--- src/rtl/cic_comp_pkg.sv ---
// Shared constants, coefficient table and FSM encoding for the CIC droop compensation FIR.
// Latency: n/a (declarations only).
// Backpressure: n/a.
package cic_comp_pkg;

    localparam int CC_NTAPS = 21;
    localparam int CC_CSZ   = 18;
    localparam int CC_HALF  = (CC_NTAPS + 1) / 2;

    typedef enum logic [1:0] {
        ST_IDLE  = 2'd0,
        ST_MAC   = 2'd1,
        ST_ROUND = 2'd2,
        ST_OUT   = 2'd3
    } state_e;

    // First half of the symmetric set; last entry is the centre tap. Full-set sum is 2^17.
    localparam logic signed [CC_CSZ-1:0] CC_COEF [CC_HALF] = '{
        -18'sd120,  18'sd250,   -18'sd380,  18'sd520,   -18'sd900,
        18'sd1500,  -18'sd2600, 18'sd4800,  -18'sd9500, 18'sd30000,
        18'sd83932
    };

    // Buffer slot holding x[n-lag], where x[n] sits just behind the write pointer.
    function automatic int tap_idx(input int wptr, input int lag, input int ntaps);
        int i;
        i = wptr + ntaps - 1 - lag;
        if (i >= ntaps) begin
            i = i - ntaps;
        end
        return i;
    endfunction

endpackage

--- src/rtl/cic_comp_coef_rom.sv ---
// Coefficient ROM for the compensation FIR, indexed by the MAC step.
// Latency: 1 cycle (registered read); addresses past the table return 0.
// Backpressure: none.
module cic_comp_coef_rom
    import cic_comp_pkg::*;
#(
    parameter int AW = $clog2(CC_HALF)
) (
    input  logic                     clk,
    input  logic                     reset,
    input  logic [AW-1:0]            addr,
    output logic signed [CC_CSZ-1:0] coef
);

    always_ff @(posedge clk or negedge reset) begin
        if (!reset) begin
            coef <= '0;
        end else if (int'(addr) < CC_HALF) begin
            coef <= CC_COEF[addr];
        end else begin
            coef <= '0;
        end
    end

endmodule

--- src/rtl/cic_comp_decimator.sv ---
// Decimate-by-2 symmetric FIR compensating CIC droop; CIC_COMP_SAT_EN clamps instead of wrapping.
// Latency: out_valid 13 cycles after the start sample (every 2nd accepted sample).
// Backpressure: none; samples arriving while busy are dropped and flag the sticky overrun.
module cic_comp_decimator
    import cic_comp_pkg::*;
#(
    parameter int ISZ   = 31,
    parameter int OSZ   = 16,
    parameter int CSZ   = CC_CSZ,
    parameter int NTAPS = CC_NTAPS,
    parameter int SHIFT = 32
) (
    input  logic                  clk,
    input  logic                  reset,
    input  logic signed [ISZ-1:0] in,
    input  logic                  in_valid,
    output logic signed [OSZ-1:0] out,
    output logic                  out_valid,
    output logic                  overrun
);

    localparam int HALF = (NTAPS + 1) / 2;
    localparam int CW   = $clog2(HALF);
    localparam int PTRW = $clog2(NTAPS);
    localparam int PW   = ISZ + 1;
    localparam int MW   = PW + CSZ;
    localparam int AW   = ISZ + 1 + CSZ + CW;

    localparam logic signed [AW-1:0] RND  = (AW'(1) << SHIFT) >> 1;
    localparam logic signed [AW-1:0] OMAX = (AW'(1) << (OSZ - 1)) - AW'(1);
    localparam logic signed [AW-1:0] OMIN = ~OMAX;

    logic signed [ISZ-1:0] sbuf [NTAPS];
    logic [PTRW-1:0]       wptr;
    logic                  phase;
    state_e                state;
    logic [CW-1:0]         cnt;
    logic [CW-1:0]         rom_addr;
    logic signed [CSZ-1:0] coef;
    logic signed [AW-1:0]  acc;

    logic                  accept;
    logic                  start;
    int                    ia;
    int                    ib;
    logic signed [ISZ-1:0] xa;
    logic signed [ISZ-1:0] xb;
    logic signed [PW-1:0]  pre;
    logic signed [MW-1:0]  prod;
    logic signed [OSZ-1:0] out_nxt;

    assign accept = in_valid && (state == ST_IDLE);
    assign start  = accept && phase;

    // ROM runs one step ahead so c[k] is registered by the time step k executes.
    assign rom_addr = (state == ST_MAC) ? cnt + CW'(1) : '0;

    cic_comp_coef_rom u_rom (
        .clk   (clk),
        .reset (reset),
        .addr  (rom_addr),
        .coef  (coef)
    );

    always_comb begin
        ia  = tap_idx(int'(wptr), int'(cnt), NTAPS);
        ib  = tap_idx(int'(wptr), NTAPS - 1 - int'(cnt), NTAPS);
        xa  = sbuf[PTRW'(ia)];
        xb  = (cnt == CW'(HALF - 1)) ? '0 : sbuf[PTRW'(ib)];
        pre = {xa[ISZ-1], xa} + {xb[ISZ-1], xb};
    end

    assign prod = $signed({{CSZ{pre[PW-1]}}, pre}) * $signed({{PW{coef[CSZ-1]}}, coef});

    always_comb begin
`ifdef CIC_COMP_SAT_EN
        if (acc > OMAX) begin
            out_nxt = OMAX[OSZ-1:0];
        end else if (acc < OMIN) begin
            out_nxt = OMIN[OSZ-1:0];
        end else begin
            out_nxt = acc[OSZ-1:0];
        end
`else
        out_nxt = acc[OSZ-1:0];
`endif
    end

    always_ff @(posedge clk or negedge reset) begin
        if (!reset) begin
            for (int i = 0; i < NTAPS; i++) begin
                sbuf[i] <= '0;
            end
            wptr    <= '0;
            phase   <= 1'b0;
            overrun <= 1'b0;
        end else begin
            if (accept) begin
                sbuf[wptr] <= in;
                wptr       <= (wptr == PTRW'(NTAPS - 1)) ? '0 : wptr + PTRW'(1);
                phase      <= ~phase;
            end
            if (in_valid && (state != ST_IDLE)) begin
                overrun <= 1'b1;
            end
        end
    end

    always_ff @(posedge clk or negedge reset) begin
        if (!reset) begin
            state     <= ST_IDLE;
            cnt       <= '0;
            acc       <= '0;
            out       <= '0;
            out_valid <= 1'b0;
        end else begin
            out_valid <= 1'b0;
            case (state)
                ST_IDLE: begin
                    if (start) begin
                        state <= ST_MAC;
                        cnt   <= '0;
                        acc   <= '0;
                    end
                end
                ST_MAC: begin
                    acc <= acc + {{(AW - MW){prod[MW-1]}}, prod};
                    if (cnt == CW'(HALF - 1)) begin
                        cnt   <= '0;
                        state <= ST_ROUND;
                    end else begin
                        cnt <= cnt + CW'(1);
                    end
                end
                ST_ROUND: begin
                    acc   <= (acc + RND) >>> SHIFT;
                    state <= ST_OUT;
                end
                ST_OUT: begin
                    out       <= out_nxt;
                    out_valid <= 1'b1;
                    state     <= ST_IDLE;
                end
                default: state <= ST_IDLE;
            endcase
        end
    end

endmodule

--- config.mk ---
export PLATFORM = sky130hd
export DESIGN_NAME = cic_comp_decimator
export DESIGN_NICKNAME = d
export VERILOG_FILES = /design/src/rtl/cic_comp_pkg.sv /design/src/rtl/cic_comp_coef_rom.sv /design/src/rtl/cic_comp_decimator.sv
export SDC_FILE = /design/constraint.sdc
export NUM_CORES = 2
export LEC_CHECK = 0
export ABC_AREA = 1
export CAP_MARGIN = 20
export CORE_MARGIN = 10
export CORE_UTILIZATION = 48
export DETAILED_ROUTE_END_ITERATION = 8
export HOLD_SLACK_MARGIN = 0.1
export PLACE_DENSITY = 0.63
export SYNTH_ARGS = -nofsm -noshare
export SYNTH_HDL_FRONTEND = slang
export SYNTH_SLANG_ARGS = --single-unit
--- constraint.sdc ---
create_clock -name clk -period 27.3 [get_ports clk]
set_input_delay 4.095 -clock clk [delete_from_list [all_inputs] [get_ports clk]]
set_output_delay 4.095 -clock clk [all_outputs]
set_load 0.03 [all_outputs]
==> impl_metrics.yaml <==
run_status:
  status: "finished, final reports clean"
place:
  dpl.hpwl_um: 157000
  routabilityCongestion: 0.984
  placed_area_sq_um: 67600
  io_buffers: 51
grt:
  grt_pass1_vias: 62000
  grt_max_degree: 151
  grt_pass1_wl_um: 380000
  grt.overflow.total: 0
  track_usage: 0.320
  antenna_found_initial: 3
cells_and_area:
  syn2layout_area_growth_pct: 6.95
  drive_above_1_share: 0.0416
  nets: 9512
  postLayoutCellArea_sq_um: 70700
  layout_commonest_cell: "nand2_1"
  fin_util: 0.515
  fillers: 13400
  layout_common_cells: "1873 x nand2_1, 1507 x nand3_1, 1049 x inv_1"
clock_tree:
  insertion_delay_ns: 0.72
  cts_resized: 0
  cts_setup_buffers: 0
  numCtsBuffers: 89
  clock-sinks: 751
  cts_tree: "built"
  hold_buffers: 0
  clock_path_buffers: 3
  clk_pin_slew_worst_paths_ns: 0.06
  htreeDepth: 3
  root_buffer: "clkbuf_16"
setup_path:
  cp_data_required_time_ns: 27.88
  slowest_stage: "buf_4"
  critPathArrivalTime_ns: 17.41
  path_max_fanout: 84
  endpoint_kind: "flop"
  cpPeakStageDelay_ns: 0.87
  cp-start-kind: "flop"
  crit_buf_inv: 12
  cpMostUsedCell: "nand2_1"
  reg2reg_slack_ns: 10.47
  cp_top_family: "adder cells"
  worstSetupPathType: "flop to flop"
drt:
  num_vias: 63800
  via_per_inst: 6.05
  antenna_left: 0
  drcViolationCount: 0
  wire_per_inst_um: 23.5
  wirelength_um: 248000
  drtPass1Iterations: 9
  drtIter0Drc: 9247
worst_hold_path:
  hold_path.class: "flop to flop"
sta:
  rsz0062_at_grt: "false"
  fin_skew_ns: 0.0628
  final_max_slew_viol_count: 0
  hold_ws_ns: 0.480
  tightest_slew_ns: 1.20
  layout_min_cycle_time_ns: 16.83
  max_freq_mhz: 59.4
  period_share: 0.616
  tns_ns: 0
  slew_headroom: 0.197
  setup_viol: 0
  hold_viol: 0
synth:
  synth_edf_count: 0
  avgSynthCellArea_sq_um: 7.32
  ys.flop_type: "dfrtp_1"
  ys_ff_latch: 751
  synth_cells: 9025
  syn_nets: 9849
  yosysSeqAreaShare: 0.284
  syn-cell-area_sq_um: 66100
  ys_warn_count: 0
  yosysUniqueCellTypes: 49
  async_flop_share: 1.00
floorplan:
  core_region_area_sq_um: 137000
  die_area_sq_um: 153000
  rows: 136
  die_x_um: 391
  io_pins: 52
  die_h_um: 391
  initial_core_util: 0.482
run:
  drv_cap: 0
## worst reg2reg max path: cells and delay by family (launching register included)
kind | cells | cell delay (ns)
fa+ha+maj | 12 | 5.37
simple gates | 30 | 4.66
buf+inv | 12 | 2.97
compound gates | 9 | 2.66
xor+xnor | 2 | 0.63
flops | 1 | 0.44
## cells by family after synthesis
family          after synthesis  synth area share
compound gates             1436             0.117
xor+xnor                     96            0.0131
fa+ha+maj                   790             0.209
simple gates               4279             0.276
buf+inv                    1672            0.0998
flops                       751             0.284
mux                           1          0.000170
## flip-flops by register name, indices dropped and copies added, names as in the netlist
signal / cells
cnt: 4
phase: 1
acc: 54
out: 16
state: 2
u_rom.coef: 16
sbuf: 651
overrun: 1
wptr: 5
out_valid: 1
## cells in the mapped netlist (2+ instances only)
| master | instances | area, sq um |
|---|---|---|
| o21ai_1 | 25 | 125 |
| nand4_1 | 50 | 313 |
| buf_1 | 16 | 60.1 |
| and3_1 | 2 | 12.5 |
| clkinv_1 | 9 | 33.8 |
| o21bai_1 | 19 | 143 |
| a21boi_0 | 10 | 75.1 |
| dfrtp_1 | 751 | 18800 |
| inv_2 | 6 | 22.5 |
| nand3b_1 | 4 | 30.0 |
| or2_2 | 31 | 194 |
| nand2_2 | 4 | 25.0 |
| nand3_2 | 2 | 20.0 |
| xnor2_1 | 29 | 254 |
| o22ai_1 | 8 | 50.1 |
| ha_1 | 266 | 3330 |
| o211ai_1 | 99 | 743 |
| o21ai_0 | 622 | 3110 |
| o31ai_1 | 6 | 45.0 |
| buf_2 | 209 | 1050 |
| nand2_4 | 2 | 22.5 |
| xor2_1 | 64 | 561 |
| a211oi_1 | 2 | 15.0 |
| a21o_1 | 20 | 150 |
| o2111ai_1 | 2 | 17.5 |
| inv_1 | 1052 | 3950 |
| a31oi_1 | 21 | 131 |
| nor3_1 | 18 | 90.1 |
| o21ai_2 | 4 | 35.0 |
| nor3b_1 | 2 | 15.0 |
| fa_1 | 524 | 10500 |
| nand2_1 | 1885 | 7080 |
| o21a_1 | 11 | 82.6 |
| o221ai_1 | 5 | 43.8 |
| nand3_1 | 1511 | 7560 |
| nor2_1 | 759 | 2850 |
| nor4_1 | 8 | 50.1 |
| buf_4 | 14 | 105 |
| clkbuf_1 | 365 | 1370 |
| a22o_1 | 8 | 70.1 |
| a21oi_1 | 568 | 2840 |
| xor2_2 | 3 | 48.8 |
| a221oi_1 | 3 | 26.3 |
## stage by stage
stage          setup WS [ns]  cells
3_5_place_dp           11.11  10400
2_1_floorplan          15.63   9025
4_1_cts                11.04  10500
3_3_place_gp           11.11  10400
6_report               10.47  10600
5_1_grt                 9.52  10500
## worst paths after layout
kind,endpoint,cells after the start,start
max in group asynchronous,sbuf[148]$_DFFE_PN0P_,4,reset
hold reg to reg,phase$_DFFE_PN0P_,1,phase$_DFFE_PN0P_
hold / removal,phase$_DFFE_PN0P_,1,phase$_DFFE_PN0P_
setup reg to reg,acc[48]$_DFFE_PN0P_,65,cnt[1]$_DFFE_PN0P_
setup / recovery,acc[48]$_DFFE_PN0P_,65,cnt[1]$_DFFE_PN0P_
min in group asynchronous,sbuf[42]$_DFFE_PN0P_,1,reset
## final cells by class
class	instances	area, sq um	area share
well taps	1794	2240	0.0318
multi-input cells	6602	41000	0.581
clock buffers	125	2600	0.0368
inverters	1067	4010	0.0567
flip-flops and latches	751	18800	0.266
repair buffers	177	1520	0.0215
diodes	2	5.00	0.0000708
clock inverters	32	459	0.00650
## metal layers
layer  wire, um  track usage  vias to the layer above
met4      10900        0.130                        4
met3      30300       0.0770                      703
met5         27            0                        -
met2     104000        0.469                     3784
li1           -            -                    28500
met1     102000        0.452                    30900
Power is left out: the tool's default activity adds up to more than one toggle a clock period on the data nets, which glitch-free logic cannot reach.
